`config.mk`:
```
export PLATFORM = sky130hd
export DESIGN_NAME = vend_credit_controller
export DESIGN_NICKNAME = d
export VERILOG_FILES = /design/src/rtl/vend_credit_controller_pkg.sv /design/src/rtl/vend_credit_controller_bin5_to_bcd.sv /design/src/rtl/vend_credit_controller.sv
export SDC_FILE = /design/constraint.sdc
export NUM_CORES = 1
export LEC_CHECK = 0
export BUFFER_PORTS_ARGS = -buffer_cell sky130_fd_sc_hd__clkbuf_2
export CAP_MARGIN = 15
export CORE_UTILIZATION = 60
export DETAILED_ROUTE_END_ITERATION = 16
export GPL_ROUTABILITY_DRIVEN = 0
export HOLD_SLACK_MARGIN = 0.03
export PLACE_DENSITY = 0.95
export SLEW_MARGIN = 30
export SYNTH_ARGS = -nofsm -noshare
export SYNTH_HDL_FRONTEND = slang
export SYNTH_SLANG_ARGS = --single-unit
```
`constraint.sdc`:
```
create_clock -name clk -period 4.68 [get_ports clk]
set_input_delay 0.936 -clock clk [delete_from_list [all_inputs] [get_ports clk]]
set_output_delay 0.936 -clock clk [all_outputs]
set_load 0.02 [all_outputs]
```
`src/rtl/vend_credit_controller_pkg.sv`:
```
// Shared types and tables for the vending credit controller: state encoding,
// coin values, item prices and the credit ceiling.
package vend_credit_controller_pkg;

   typedef enum logic [1:0] {
      ST_IDLE   = 2'd0,
      ST_CREDIT = 2'd1,
      ST_VEND   = 2'd2,
      ST_CHANGE = 2'd3
   } vend_state_e;

   localparam int         CREDIT_W   = 5;
   localparam logic [4:0] CREDIT_MAX = 5'd31;

   // Coin value table: code 0..3 -> 1, 2, 5, 10 units.
   function automatic logic [4:0] coin_value(input logic [1:0] code);
      logic [4:0] value;
      case (code)
         2'd0:    value = 5'd1;
         2'd1:    value = 5'd2;
         2'd2:    value = 5'd5;
         2'd3:    value = 5'd10;
         default: value = 5'd0;
      endcase
      return value;
   endfunction

   // Price table: item 0..3 -> 3, 7, 12, 25 units.
   function automatic logic [4:0] item_price(input logic [1:0] item);
      logic [4:0] price;
      case (item)
         2'd0:    price = 5'd3;
         2'd1:    price = 5'd7;
         2'd2:    price = 5'd12;
         2'd3:    price = 5'd25;
         default: price = 5'd31;
      endcase
      return price;
   endfunction

endpackage

```
`src/rtl/vend_credit_controller_bin5_to_bcd.sv`:
```
// Combinational 5-bit binary (0-31) to two-digit BCD converter.
module bin5_to_bcd (
   input  logic [4:0] bin,
   output logic [3:0] tens,
   output logic [3:0] ones
);

   // Range-compare conversion; 31 is small enough that a subtract chain beats double-dabble.
   always_comb begin
      tens = 4'd0;
      ones = 4'd0;
      if (bin >= 5'd30) begin
         tens = 4'd3;
         ones = 4'(bin - 5'd30);
      end else if (bin >= 5'd20) begin
         tens = 4'd2;
         ones = 4'(bin - 5'd20);
      end else if (bin >= 5'd10) begin
         tens = 4'd1;
         ones = 4'(bin - 5'd10);
      end else begin
         tens = 4'd0;
         ones = 4'(bin);
      end
   end

endmodule

```
`src/rtl/vend_credit_controller.sv`:
```
// Vending machine credit controller: accumulates coins, sells items, dispenses
// for a fixed number of cycles and pays change back one unit per cycle.
module vend_credit_controller
   import vend_credit_controller_pkg::*;
#(
   parameter int VEND_CYCLES = 4
) (
   input  logic       clk,
   input  logic       reset,
   input  logic       coin_valid,
   input  logic [1:0] coin_type,
   input  logic       buy,
   input  logic [1:0] item_sel,
   input  logic       cancel,
   output logic [4:0] credit,
   output logic [3:0] bcd_tens,
   output logic [3:0] bcd_ones,
   output logic       coin_reject,
   output logic       deny,
   output logic       dispense_on,
   output logic       change_pulse,
   output logic       busy
);

   // Counter runs VEND_CYCLES-1 down to 0, so dispense_on spans VEND_CYCLES cycles.
   localparam logic [3:0] VEND_CNT_INIT = 4'(VEND_CYCLES - 1);

   vend_state_e state_r, state_s;
   logic [4:0]  credit_r, credit_s;
   logic [3:0]  vend_cnt_r, vend_cnt_s;
   logic        coin_reject_r, coin_reject_s;
   logic        deny_r, deny_s;
   logic        dispense_r, dispense_s;
   logic        change_pulse_r, change_pulse_s;
   logic        busy_r, busy_s;

   logic [5:0]  coin_sum_s;
   logic [4:0]  price_s;

   assign coin_sum_s = {1'b0, credit_r} + {1'b0, coin_value(coin_type)};
   assign price_s    = item_price(item_sel);

   // Next-state and next-output logic; priority among strobes is cancel > buy > coin.
   always_comb begin
      state_s        = state_r;
      credit_s       = credit_r;
      vend_cnt_s     = vend_cnt_r;
      coin_reject_s  = 1'b0;
      deny_s         = 1'b0;
      dispense_s     = 1'b0;
      change_pulse_s = 1'b0;
      busy_s         = 1'b0;

      case (state_r)
         ST_IDLE, ST_CREDIT: begin
            if (cancel && (state_r == ST_CREDIT)) begin
               state_s       = ST_CHANGE;
               coin_reject_s = coin_valid;
            end else if (buy) begin
               coin_reject_s = coin_valid;
               if ((state_r == ST_CREDIT) && (credit_r >= price_s)) begin
                  state_s    = ST_VEND;
                  credit_s   = credit_r - price_s;
                  vend_cnt_s = VEND_CNT_INIT;
                  dispense_s = 1'b1;
               end else begin
                  deny_s = 1'b1;
               end
            end else if (coin_valid) begin
               if (coin_sum_s <= {1'b0, CREDIT_MAX}) begin
                  credit_s = coin_sum_s[4:0];
                  state_s  = ST_CREDIT;
               end else begin
                  coin_reject_s = 1'b1;
               end
            end else begin
               state_s = state_r;
            end
         end

         ST_VEND: begin
            coin_reject_s = coin_valid;
            if (vend_cnt_r == 4'd0) begin
               dispense_s = 1'b0;
               state_s    = (credit_r != 5'd0) ? ST_CHANGE : ST_IDLE;
            end else begin
               vend_cnt_s = vend_cnt_r - 4'd1;
               dispense_s = 1'b1;
            end
         end

         ST_CHANGE: begin
            // The final pulse is emitted while still in CHANGE; IDLE follows a cycle later.
            coin_reject_s = coin_valid;
            if (credit_r != 5'd0) begin
               credit_s       = credit_r - 5'd1;
               change_pulse_s = 1'b1;
            end else begin
               state_s = ST_IDLE;
            end
         end

         default: begin
            state_s    = ST_IDLE;
            credit_s   = 5'd0;
            vend_cnt_s = 4'd0;
         end
      endcase

      busy_s = (state_s == ST_VEND) || (state_s == ST_CHANGE);
   end

   // State and registered outputs; reset aborts any vend or change in progress.
   always_ff @(posedge clk) begin
      if (reset) begin
         state_r        <= ST_IDLE;
         credit_r       <= 5'd0;
         vend_cnt_r     <= 4'd0;
         coin_reject_r  <= 1'b0;
         deny_r         <= 1'b0;
         dispense_r     <= 1'b0;
         change_pulse_r <= 1'b0;
         busy_r         <= 1'b0;
      end else begin
         state_r        <= state_s;
         credit_r       <= credit_s;
         vend_cnt_r     <= vend_cnt_s;
         coin_reject_r  <= coin_reject_s;
         deny_r         <= deny_s;
         dispense_r     <= dispense_s;
         change_pulse_r <= change_pulse_s;
         busy_r         <= busy_s;
      end
   end

   bin5_to_bcd u_bcd (
      .bin  (credit_r),
      .tens (bcd_tens),
      .ones (bcd_ones)
   );

   assign credit       = credit_r;
   assign coin_reject  = coin_reject_r;
   assign deny         = deny_r;
   assign dispense_on  = dispense_r;
   assign change_pulse = change_pulse_r;
   assign busy         = busy_r;

endmodule

```
==> flow_metrics.py <==
metrics = {
    "run_status": {
        "status": "finished clean",
    },
    "flow_run": {
        "max_cap_viol_count": 0,
    },
    "clocking": {
        "path_clk_slew_ns": 0.10,
        "cts_hold_buf": 0,
        "h-tree-depth": 1,
        "post_cts_buffers": 0,
        "clkSinkCount": 16,
        "ctsRootBufferMaster": "clkbuf_4",
        "cts_buffers": 3,
        "clock_latency_ns": 0.30,
        "ctsResizeCount": 0,
        "clk_path_buf_depth": 2,
        "cts_tree": "built",
    },
    "detailed_routing": {
        "drt_iter0_markers": 42,
        "vias": 1544,
        "drc": 0,
        "avgRoutedWirePerCell_um": 14.01,
        "via_per_inst": 5.984,
        "wl_um": 3614,
        "antenna_left": 0,
        "detail_route.first_pass.iterations": 4,
    },
    "pwr": {
        "cellPowerDensity_nw_per_um2": 559.0,
        "p_total_mw": 1.046,
        "ir_drop_uv": 396.9,
        "leakage_nw": 0.8976,
    },
    "floorplan": {
        "core_um2": 2758,
        "num_rows": 19,
        "die_y_um": 55.92,
        "die_area_um2": 3126,
        "start_util": 0.6325,
        "die_x_um": 55.92,
        "ios": 27,
    },
    "cells_and_area": {
        "stdcell_area_um2": 1871,
        "drive_gt1_frac": 0.2115,
        "fillers": 214,
        "diodes": 0,
        "area_delta_synth_final_pct": 7.245,
        "layout.nets": 261,
    },
    "sta": {
        "finClkSkew_ns": 0.002702,
        "fmax_mhz": 300.7,
        "tns_ns": 0,
        "slew_violations": 0,
        "rsz0062_at_grt": "false",
        "hold_violations": 0,
        "finalCriticalPeriod_ns": 3.325,
        "relSlewSlack": 0.6228,
        "fin_crit_sh": 0.7106,
        "worstMarginPinSlew_ns": 0.5650,
        "setup_viol": 0,
    },
    "yosys": {
        "synthCells": 209,
        "synthArstFlopShare": 0,
        "netlist_area_um2": 1744,
        "synth_common_cells": "22 x ha_1, 20 x nand2_1, 19 x inv_1",
        "ys_dominant_reg_cell": "dfxtp_1",
        "synth_warnings": 0,
        "synth_top_area_cell": "dfxtp_1",
        "ys_types": 56,
        "synth.avg_cell_area_um2": 8.345,
        "synth_edf_count": 0,
        "ys_seq_elements": 16,
        "ys_seq_area_frac": 0.1836,
        "yosysMostFrequentCell": "ha_1",
        "synth_area_leaders": "dfxtp_1 18%, ha_1 16%, nand2_1 4.3%, inv_1 4.1%, a21oi_1 4.0%",
        "yosysTopAreaCellShare": 0.1836,
    },
    "setup_path": {
        "timing.rr.end": "credit[1]",
        "critPathLaunchType": "flop",
        "cp_num_buf_inv": 2,
        "ff2ff_path_depth": 6,
        "path_class": "flop to output pin",
        "crit_fanout": 9,
        "max_stage_delay_ns": 0.54,
        "endpoint_kind": "output pin",
        "cp_slowest_cell": "dfxtp_1",
        "path_cells": "inv_1 -> ha_1 -> nor2b_1 -> o31ai_2 -> mux2i_1 -> a31oi_1 -> a21oi_1 -> clkbuf_2",
        "r2r_slack_ns": 2.45,
        "arrival_ns": 2.39,
        "r2r-start": "credit[2]",
        "worstPathRequired_ns": 3.74,
        "crit_family": "flip-flops",
    },
    "placement": {
        "port_buffers": 24,
        "dp.final_hpwl_um": 2877,
        "placed_area_um2": 1834,
    },
    "global_routing": {
        "grt_antenna_before_repair": 0,
        "grt_pass1_vias": 1416,
        "grt-ovfl-total": 0,
        "grt_pass1_wl_um": 6203,
        "grt_max_degree": 17,
        "grt_use_total": 0.2531,
    },
    "min_path": {
        "hold_path_end": "vend_cnt_r[1]",
        "worstHoldPathType": "flop to flop",
        "worstHoldStart": "vend_cnt_r[1]",
        "whs_path_depth": 2,
    },
}
## power by group
group          switching, mW  internal (mW)
Clock                 0.0481         0.0476
Combinational          0.411          0.290
Sequential            0.0806          0.169
## metal layers
metal,GRT usage,vias up,part of all wire
met1,0.3358,714,0.44
met4,0.1185,0,0.019
met2,0.4096,52,0.49
met5,0,-,0
met3,0.03256,4,0.044
li1,-,774,-
## final cells by class
cell class                 instances  area (um^2)  area share
timing repair buffer              24        120.1     0.06421
inverter                          19        71.32     0.03813
sequential                        16        320.3      0.1712
multi-input combinational        164         1284      0.6863
clock buffer                       4        36.28     0.01940
tap                               31        38.79     0.02074
## cell families (layout without fill, tap and decap cells)
kind of cell	after synthesis	count (layout)	share of synthesized area
and+or+nand+nor	65	65	0.2123
xor gates and xnor gates	6	6	0.03013
AOI/OAI and AO/OA	63	63	0.2848
DFF	16	16	0.1836
other	1	2	0.002150
muxes	4	4	0.02367
adders and majority gates	24	24	0.1808
buffers and inverters	30	47	0.08249
## through the flow
step | setup slack, ns | hold slack (ns) | std cells | utilization
floorplan | 1.517 | 0.4512 | 210 | -
global placement | 1.758 | 0.4675 | 254 | 0.6652
detailed placement | 1.669 | 0.4715 | 254 | 0.6652
CTS | 1.347 | 0.4850 | 258 | 0.6783
global route | 1.155 | 0.5204 | 258 | 0.6783
finish | 1.355 | 0.4836 | 258 | 0.6783
## placed cells by master, fill, tap and decap left out, types with 3 or more instances in the layout
cell type,count
nor2_1,11
o21ai_1,4
dfxtp_1,16
o21ai_0,7
nand3b_1,3
clkbuf_2,24
a21oi_2,3
a21oi_1,14
a31oi_1,4
mux2i_1,3
ha_1,22
nor2b_1,4
xnor2_1,4
clkbuf_4,3
a211oi_1,6
nor3b_1,3
nand3_1,5
and2_1,3
nor3_1,5
inv_1,19
nand2_1,20
## flip-flops by register name (all words and copies together), names as in the netlist
signal,cells
credit,5
vend_cnt_r,4
state_r,2
busy,1
change_pulse,1
coin_reject,1
deny,1
dispense_on,1
## how the worst max path moves through the flow
stage / start / to / depth (start not counted)
2_1_floorplan: credit[1] / bcd_ones[1] / 7
3_3_place_gp: credit[2] / bcd_ones[2] / 8
3_5_place_dp: credit[1] / bcd_ones[3] / 8
4_1_cts: credit[1] / bcd_ones[3] / 8
5_1_grt: credit[1] / bcd_ones[3] / 8
6_report: credit[1] / bcd_ones[3] / 8
## worst reg2reg max path: cells and delay by family (launching register included)
kind                       cells  cell delay (ns)
AOI/OAI and AO/OA              4             1.00
DFF                            1             0.59
adders and majority gates      1             0.37
muxes                          1             0.21
Note: power is estimated with default switching activity, not from simulation.
